## config.mk

```make
export PLATFORM = sky130hd
export DESIGN_NAME = clk_gen_ctrl_flat
export DESIGN_NICKNAME = d
export VERILOG_FILES = /design/src/rtl/clk_gen_ctrl_if.sv /design/src/rtl/clk_gen_ctrl.sv /design/src/flat_wrapper.sv
export SDC_FILE = /design/constraint.sdc
export NUM_CORES = 1
export LEC_CHECK = 0
export CAP_MARGIN = 40
export CELL_PAD_IN_SITES_DETAIL_PLACEMENT = 1
export CELL_PAD_IN_SITES_GLOBAL_PLACEMENT = 1
export CORE_UTILIZATION = 35
export CTS_CLUSTER_DIAMETER = 120
export DETAILED_ROUTE_END_ITERATION = 12
export DONT_BUFFER_PORTS = 1
export PLACE_DENSITY_LB_ADDON = 0.05
export SLEW_MARGIN = 20
export SYNTH_ARGS = -nofsm -noshare
export SYNTH_HDL_FRONTEND = slang
export SYNTH_SLANG_ARGS = --single-unit
```

## constraint.sdc

```tcl
create_clock -name clk -period 4.3 [get_ports clk]
set_input_delay 1.075 -clock clk [delete_from_list [all_inputs] [get_ports clk]]
set_output_delay 1.075 -clock clk [all_outputs]
set_load 0.01 [all_outputs]
```

## src/rtl/clk_gen_ctrl_if.sv

```systemverilog
// Control/status bundle between a sequencer client and the divided-clock controller.
// The client drives start/stop/mask; the controller returns the gated clocks and status.
interface clk_gen_ctrl_if #(
    parameter int N_CLKS = 3
);
    logic              start;
    logic              stop;
    logic [N_CLKS-1:0] mask;
    logic [N_CLKS-1:0] clks;
    logic [N_CLKS-1:0] en;
    logic              ready;
    logic              busy;

    modport master (
        output start, stop, mask,
        input  clks, en, ready, busy
    );

    modport slave (
        input  start, stop, mask,
        output clks, en, ready, busy
    );
endinterface

```

## src/rtl/clk_gen_ctrl.sv

```systemverilog
// Divided-clock sequencer: one shared counter yields clk/2..clk/2^N_CLKS, enabled one
// per frame on start, held for a lock interval before ready, and torn down high-to-low on stop.
module clk_gen_ctrl #(
    parameter int N_CLKS       = 3,
    parameter int LOCK_PERIODS = 2
) (
    input  logic          clk,
    input  logic          reset,
    clk_gen_ctrl_if.slave bus
);
    localparam int LW = (LOCK_PERIODS < 1) ? 1 : $clog2(LOCK_PERIODS + 1);

    typedef enum logic [2:0] {
        S_IDLE  = 3'd0,
        S_START = 3'd1,
        S_LOCK  = 3'd2,
        S_RUN   = 3'd3,
        S_STOP  = 3'd4
    } state_t;

    state_t            state_q, state_d;
    logic [N_CLKS-1:0] cnt_q, cnt_d;
    logic [N_CLKS-1:0] en_q, en_d;
    logic [N_CLKS-1:0] mask_q, mask_d;
    logic [N_CLKS-1:0] clks_q, clks_d;
    logic [LW-1:0]     lock_cnt_q, lock_cnt_d;
    logic              ready_q, ready_d;
    logic              busy_q, busy_d;
    logic              boundary_s;
    logic [N_CLKS-1:0] grow_s;
    logic [N_CLKS-1:0] shrink_s;

    function automatic logic [N_CLKS-1:0] lowest_bit(input logic [N_CLKS-1:0] v);
        logic [N_CLKS-1:0] r;
        logic              found;
        r     = {N_CLKS{1'b0}};
        found = 1'b0;
        for (int i = 0; i < N_CLKS; i++) begin
            r[i]  = v[i] & ~found;
            found = found | v[i];
        end
        return r;
    endfunction

    function automatic logic [N_CLKS-1:0] highest_bit(input logic [N_CLKS-1:0] v);
        logic [N_CLKS-1:0] r;
        logic              found;
        r     = {N_CLKS{1'b0}};
        found = 1'b0;
        for (int i = N_CLKS - 1; i >= 0; i--) begin
            r[i]  = v[i] & ~found;
            found = found | v[i];
        end
        return r;
    endfunction

    // Next-state logic; en only moves on a frame boundary, where every divided clock is about to fall.
    always_comb begin
        state_d    = state_q;
        cnt_d      = cnt_q + N_CLKS'(1);
        en_d       = en_q;
        mask_d     = mask_q;
        lock_cnt_d = lock_cnt_q;
        boundary_s = (cnt_q == {N_CLKS{1'b1}});
        grow_s     = en_q | lowest_bit(mask_q & ~en_q);
        shrink_s   = en_q & ~highest_bit(en_q);

        case (state_q)
            S_IDLE: begin
                if (bus.start && !bus.stop && (bus.mask != {N_CLKS{1'b0}})) begin
                    mask_d  = bus.mask;
                    state_d = S_START;
                end else begin
                    state_d = S_IDLE;
                end
            end
            S_START: begin
                if (bus.stop) begin
                    state_d = S_STOP;
                end else if (boundary_s) begin
                    en_d = grow_s;
                    if (grow_s == mask_q) begin
                        state_d    = S_LOCK;
                        lock_cnt_d = {LW{1'b0}};
                    end else begin
                        state_d = S_START;
                    end
                end else begin
                    state_d = S_START;
                end
            end
            S_LOCK: begin
                if (bus.stop) begin
                    state_d = S_STOP;
                end else if (boundary_s) begin
                    lock_cnt_d = lock_cnt_q + LW'(1);
                    if ((lock_cnt_q + LW'(1)) == LW'(LOCK_PERIODS)) begin
                        state_d = S_RUN;
                    end else begin
                        state_d = S_LOCK;
                    end
                end else begin
                    state_d = S_LOCK;
                end
            end
            S_RUN: begin
                if (bus.stop) begin
                    state_d = S_STOP;
                end else begin
                    state_d = S_RUN;
                end
            end
            S_STOP: begin
                if (en_q == {N_CLKS{1'b0}}) begin
                    state_d = S_IDLE;
                end else if (boundary_s) begin
                    en_d = shrink_s;
                    if (shrink_s == {N_CLKS{1'b0}}) begin
                        state_d = S_IDLE;
                    end else begin
                        state_d = S_STOP;
                    end
                end else begin
                    state_d = S_STOP;
                end
            end
            default: begin
                state_d = S_IDLE;
                en_d    = {N_CLKS{1'b0}};
            end
        endcase

        // Gating against next-cycle values keeps a freshly enabled clock starting low.
        clks_d  = cnt_d & en_d;
        busy_d  = (state_d == S_START) || (state_d == S_LOCK) || (state_d == S_STOP);
        ready_d = (state_d == S_RUN);
    end

    // State and output registers, cleared asynchronously.
    always_ff @(posedge clk or posedge reset) begin
        if (reset) begin
            state_q    <= S_IDLE;
            cnt_q      <= {N_CLKS{1'b0}};
            en_q       <= {N_CLKS{1'b0}};
            mask_q     <= {N_CLKS{1'b0}};
            clks_q     <= {N_CLKS{1'b0}};
            lock_cnt_q <= {LW{1'b0}};
            ready_q    <= 1'b0;
            busy_q     <= 1'b0;
        end else begin
            state_q    <= state_d;
            cnt_q      <= cnt_d;
            en_q       <= en_d;
            mask_q     <= mask_d;
            clks_q     <= clks_d;
            lock_cnt_q <= lock_cnt_d;
            ready_q    <= ready_d;
            busy_q     <= busy_d;
        end
    end

    assign bus.clks  = clks_q;
    assign bus.en    = en_q;
    assign bus.ready = ready_q;
    assign bus.busy  = busy_q;
endmodule
```

## src/flat_wrapper.sv

```systemverilog
// flat-port wrapper written by rule: the top's interface ports become plain ports
module clk_gen_ctrl_flat 
#(
    parameter int N_CLKS       = 3,
    parameter int LOCK_PERIODS = 2
)
  (clk, reset, bus_start, bus_stop, bus_mask, bus_clks, bus_en, bus_ready, bus_busy);
  clk_gen_ctrl_if #(.N_CLKS(N_CLKS)) bus_i ();
  input  logic clk;
  input  logic reset;
  input wire logic [$bits(bus_i.start)-1:0] bus_start;
  input wire logic [$bits(bus_i.stop)-1:0] bus_stop;
  input wire logic [$bits(bus_i.mask)-1:0] bus_mask;
  output wire logic [$bits(bus_i.clks)-1:0] bus_clks;
  output wire logic [$bits(bus_i.en)-1:0] bus_en;
  output wire logic [$bits(bus_i.ready)-1:0] bus_ready;
  output wire logic [$bits(bus_i.busy)-1:0] bus_busy;
  assign bus_i.start = bus_start;
  assign bus_i.stop = bus_stop;
  assign bus_i.mask = bus_mask;
  assign bus_clks = bus_i.clks;
  assign bus_en = bus_i.en;
  assign bus_ready = bus_i.ready;
  assign bus_busy = bus_i.busy;
  clk_gen_ctrl #(.N_CLKS(N_CLKS), .LOCK_PERIODS(LOCK_PERIODS)) u_core (.clk(clk), .reset(reset), .bus(bus_i));
endmodule
```

# ---- Word-level counts from Yosys, hierarchy flattened
# Cells that the tools add are included.
dict set report word_totals {
  reg_bits 19
  in_bits 7
  out_inout_bits 8
  wordCells 78
}
dict set report classes {
  n_addsub 2
  n_eq_ne 16
  n_mux 23
  n_bitwise 16
  n_reduce_logical 13
}
# operator count
set ops {}
lappend ops {{two-way mux 3 bit} 10}
lappend ops {{one-hot mux 3 bit (5 select lines)} 1}
lappend ops {{two-way mux 2 bit} 7}
lappend ops {{== test 3 x 2 -> 1 bit, second input constant} 4}
lappend ops {{bitwise AND 3 bit} 3}
lappend ops {{== test 3 bit, second input constant} 3}
lappend ops {{zero test 3 bit} 3}
lappend ops {{one-hot mux 3 bit (3 select lines)} 1}
lappend ops {{== test 3 x 1 -> 1 bit, second input constant} 2}
lappend ops {{inequality test 2 x 1 -> 1 bit, second input constant} 3}
lappend ops {{NOT 3 bit} 2}
lappend ops {{AND reduction 6 bit} 1}
lappend ops {{bitwise AND 1 bit} 4}
lappend ops {{inequality test 2 bit, second input constant} 2}
lappend ops {{NOT 1 bit} 4}
lappend ops {{one-hot mux 2 bit (2 select lines)} 1}
lappend ops {{adder 3 x 1 -> 3 bit, second input constant} 1}
lappend ops {{== test 3 bit} 1}
lappend ops {{two-way mux 1 bit} 3}
lappend ops {{OR 3 bit} 1}
lappend ops {{nonzero test 3 bit} 1}
lappend ops {{OR reduction 3 bit} 1}
lappend ops {{adder 2 x 1 -> 2 bit, second input constant} 1}
lappend ops {{== test 2 bit, second input constant} 1}
lappend ops {{other kinds (6)} 9}

# ---- Longest topological paths before layout
dict set report depth {
  word_depth 14
  depth_mapped 7
  depth_no_buf 7
}

# ---- Worst setup path after synthesis
# OpenSTA, ideal clock, no wires.
dict set report synth_timing {
  kind {input port to flip-flop}
  startpoint {in bus_stop}
  endpoint {reg u_core.busy_q (netlist: u_core.bus.busy)}
  setup_time_ns 0.125
  t_arrival_ns 2.000
  required_ns 4.175
  slack_ns 2.174
  path_stages 4
  n_path_buf 0
  path_cell_list {or3b_4 -> o31ai_1 -> o21a_2 -> nor2_1}
}
dict set report synth_via {
  elab_chain_cells 8
  elab_cells_between_ends 13
  cone_classes {3 x eq/ne; 5 x mux; 5 x reduce/logical}
}
# item line_no
set synth_lines {}
lappend synth_lines {{start, declared} flat_wrapper.sv:12} ;# input wire logic [$bits(bus_i.stop)-1:0] bus_stop;
lappend synth_lines {{zero test 1 bit} clk_gen_ctrl.sv:70} ;# if (bus.start && !bus.stop && (bus.mask != {N_CLKS{1'b0}})) begin
lappend synth_lines {{logical AND 1 bit (2 in series)} clk_gen_ctrl.sv:70}
lappend synth_lines {{two-way mux 1 bit} clk_gen_ctrl.sv:70}
lappend synth_lines {{one-hot mux 3 bit (5 select lines) *} clk_gen_ctrl.sv:68} ;# case (state_q)
lappend synth_lines {{== test 3 x 1 -> 1 bit or == test 3 x 2 -> 1 bit (tied branches)} clk_gen_ctrl.sv:135} ;# busy_d = (state_d == S_START) || (state_d == S_LOCK) || (state_d == S_STOP);
lappend synth_lines {{logical OR 1 bit} clk_gen_ctrl.sv:135}
lappend synth_lines {{logical OR 1 bit *} clk_gen_ctrl.sv:135}
lappend synth_lines {{net u_core.busy_d} clk_gen_ctrl.sv:28} ;# logic busy_q, busy_d;
lappend synth_lines {{end signal, assigned} clk_gen_ctrl.sv:158} ;# busy_q <= busy_d;
lappend synth_lines {{end, declared} clk_gen_ctrl.sv:28}
# Mark *: on every way through the listed nets, which the timed path passes. The rest lies on a longest branch.
# A chain may end at the register's enable or synchronous reset.

# ---- Worst setup path after layout
dict set report layout_timing {
  startpoint {reg u_core.cnt_q[0]}
  endpoint {reg u_core.busy_q (netlist: u_core.bus.busy)}
}
dict set report layout_via {
  elab_chain_cells 7
  elab_cells_between_ends 13
  cone_classes {4 x eq/ne; 7 x mux; 2 x reduce/logical}
}
# item line_no
set layout_lines {}
lappend layout_lines {{start, declared} clk_gen_ctrl.sv:22} ;# logic [N_CLKS-1:0] cnt_q, cnt_d;
lappend layout_lines {{start signal, assigned} clk_gen_ctrl.sv:143} ;# cnt_q <= {N_CLKS{1'b0}};
lappend layout_lines {{start signal, assigned} clk_gen_ctrl.sv:152} ;# cnt_q <= cnt_d;
lappend layout_lines {{== test 3 bit *} clk_gen_ctrl.sv:64} ;# boundary_s = (cnt_q == {N_CLKS{1'b1}});
lappend layout_lines {{two-way mux 3 bit (tied with other cells)} clk_gen_ctrl.sv:116} ;# end else if (boundary_s) begin
lappend layout_lines {{two-way mux 3 bit, on equally long branches} {clk_gen_ctrl.sv:114, clk_gen_ctrl.sv:78, clk_gen_ctrl.sv:93}}
lappend layout_lines {{one-hot mux 3 bit (5 select lines) *} clk_gen_ctrl.sv:68}
lappend layout_lines {{== test 3 x 1 -> 1 bit or == test 3 x 2 -> 1 bit (tied branches)} clk_gen_ctrl.sv:135}
lappend layout_lines {{logical OR 1 bit} clk_gen_ctrl.sv:135}
lappend layout_lines {{logical OR 1 bit *} clk_gen_ctrl.sv:135}
lappend layout_lines {{net u_core.busy_d} clk_gen_ctrl.sv:28}
# Marks and branches as above.

==> impl_metrics.json <==
{
  "status": "finished, final reports clean",
  "start_util_pct": 37.39,
  "async_reset_ff_share_pct": 100.0,
  "cpMostUsedCell": "ha_1",
  "grt_use_total_pct": 15.94,
  "fin_nets": 96,
  "fin_area_um2": 988.4,
  "avgSynthCellArea_um2": 11.40,
  "rsz0062_at_grt": "no",
  "critical_path.top_delay_family": "compound AO/OA/AOI/OAI gates",
  "wirelength_mm": 1.953,
  "hold_end": "u_core.cnt_q[0]",
  "cpMaxStageDelayCell": "or3b_4",
  "netlist_area_um2": 934.6,
  "die_x_um": 53.68,
  "power_mw": 0.5378,
  "overflow": 0,
  "yosys-top-cells-count": "dfrtp_1 (19), inv_1 (5), nor2_1 (5)",
  "drt_iter0_drc": 7,
  "grt_util_met1_pct": 22.90,
  "grt_pass1_vias": 657,
  "synth_most_common_cell": "dfrtp_1",
  "clockBufferDepth": 2,
  "utilization_pct": 39.54,
  "use_met3_pct": 3.390,
  "tritoncts": "done",
  "worstPathArrival_ps": 2190,
  "finalSetupViolCount": 0,
  "dr.pass1.iters": 3,
  "worst-path-buf-inv": 0,
  "insertion_delay_ps": 300,
  "relSlewSlack_pct": 47.78,
  "p_clk_share_pct": 17.1,
  "r2r_slack_ps": 2310,
  "cts_setup_buffers": 0,
  "r2r-start": "u_core.cnt_q[0]",
  "synthFlopType": "dfrtp_1",
  "gp_congestion": 0.6887,
  "rr_endpoint": "u_core.bus.busy",
  "portBuffers": 0,
  "combPwrFrac_pct": 31.2,
  "rows": 18,
  "synth_fp_nets": 92,
  "max_freq_mhz": 501.8,
  "drive_above_1_share_pct": 20.00,
  "grt_max_degree": 20,
  "hold_path_startpoint": "u_core.cnt_q[0]",
  "cts_made_buffers": 3,
  "cts_repair_resize_count": 0,
  "synth.distinct_cells": 37,
  "drc_errors": 0,
  "tns_ps": 0,
  "vias": 612,
  "antenna_found_initial": 0,
  "crit_path_start_kind": "flop",
  "critPathMaxFanout": 6,
  "ys_ff_latch": 19,
  "leakage_nw": 0.4544,
  "max-vdd-ir-drop_mv": 0.2655,
  "swShare_pct": 38.15,
  "maxCapViolations": 0,
  "area_growth_pct": 5.756,
  "cts_max_level": 1,
  "synthCells": 82,
  "grt_pass1_wl_mm": 3.153,
  "use_met2_pct": 23.46,
  "whs_ps": 444.4,
  "worst_pin_slew_ps": 782.5,
  "power.density_nw_per_um2": 544.1,
  "design.die.area_um2": 2881,
  "cts_hold_buf": 0,
  "yosys_warnings": 0,
  "synthDominantCellAreaShare_pct": 50.87,
  "fin_skew_ps": 1.880,
  "yosysTopAreaCell": "dfrtp_1",
  "crit_chain": "ha_1, ha_1, or3b_4, o31ai_1, o21a_2, nor2_1",
  "die_h_um": 53.68,
  "critical_path_class": "flop to flop",
  "ant_nets": 0,
  "top_usage_layer": "met2",
  "clk_pin_slew_ps": 110,
  "intPower_mw": 0.3326,
  "hold_viol": 0,
  "cpPeakStageDelay_ps": 440,
  "yosysSeqAreaShare_pct": 50.87,
  "fin_crit_ps": 1993,
  "place_hpwl_mm": 1.478,
  "worstHoldPathCells": 1,
  "io_pins": 15,
  "core_area_um2": 2500,
  "placed_area_um2": 960.9,
  "min_period_over_period_pct": 46.35,
  "rr_worst_depth": 6,
  "synth_edf_count": 0,
  "cts.sinks": 19,
  "drv_slew": 0,
  "wire_per_inst_um": 16.98,
  "cts-root-buf": "clkbuf_4",
  "routed_via_density": 5.322,
  "power_frac_seq_pct": 51.7,
  "synth.area.top_cells": "dfrtp_1 (51%), ha_1 (4.0%), mux2_2 (3.6%)",
  "diodes": 0,
  "worstPathRequired_ps": 4490,
  "hold_path_class": "flop to flop",
  "end_kind": "flop",
  "switching_power_mw": 0.2052
}
[power groups by stage]
stage               registers [mW]  clock network (mW)  logic [mW]
finish                       0.278              0.0920       0.168
global route                 0.287               0.105       0.189
CTS                          0.279              0.0994       0.172
detailed placement           0.283                   0       0.171
global placement             0.282                   0       0.168
floorplan                    0.260                   0       0.151
[final cells by class]
class	instances	area, um2
multi-input cells	57	429.2
well taps	30	37.54
clock inverters	1	5.005
clock buffers	3	22.52
inverters	5	18.77
fillers	288	1511
flip-flops and latches	19	475.5
[sequential cells by signal (all words and copies together) (netlist names)]
register           count
u_core.bus.busy        1
u_core.bus.clks        3
u_core.bus.en          3
u_core.bus.ready       1
u_core.cnt_q           3
u_core.lock_cnt_q      2
u_core.mask_q          3
u_core.state_q         3
[cell families (layout without fill, tap and decap cells)]
logic type / Yosys count / in the layout / share of synthesized area, %
and+or+nand+nor: 33 / 33 / 21.69
DFF: 19 / 19 / 50.87
AOI/OAI and AO/OA: 17 / 17 / 15.40
buffers and inverters: 6 / 9 / 3.213
muxes: 4 / 4 / 4.819
adders and majority gates: 3 / 3 / 4.016
[stage by stage]
step | std cells | worst slack [ps]
after floorplan | 82 | 2174
after CTS | 115 | 2292
after detailed placement | 111 | 2015
after global routing | 115 | 2074
after global placement | 111 | 1963
final | 115 | 2307
[worst register-to-register path: cells and delay by family (launching register included)]
| kind | cells | cell delay [ps] |
|---|---|---|
| compound gates | 2 | 640 |
| simple gates | 2 | 490 |
| flops | 1 | 370 |
| fa+ha+maj | 2 | 400 |
[placed cells by master (no fill, tap or decap), types with 2 or more instances in the layout]
cell and instances:
clkbuf_4 3, a21oi_1 4, nand2_1 3, nand2b_1 2, ha_1 3, nor2b_1 4
inv_1 5, mux2_2 3, and2_1 3, nor2b_2 2, o21ai_0 2, nand4_1 3
dfrtp_1 19, nor2_1 5
[how the worst max path moves through the flow]
stage	start	endpoint	depth (start not counted)
floorplan	bus_stop	u_core.bus.busy	4
detailed placement	bus_mask[1]	u_core.bus.busy	5
global placement	bus_mask[1]	u_core.bus.busy	5
CTS	u_core.cnt_q[0]	u_core.bus.busy	6
global route	u_core.cnt_q[0]	u_core.bus.busy	6
finish	u_core.cnt_q[0]	u_core.bus.busy	6
[per-layer routing]
layer	part of all wire, %	wire [um]	vias up
met1	51	996	303
met2	46	896	8
met4	0.82	16	0
met3	2.2	43	2
met5	0	0	-
li1	-	-	299
No activity file was read; power rests on OpenSTA's default activity.
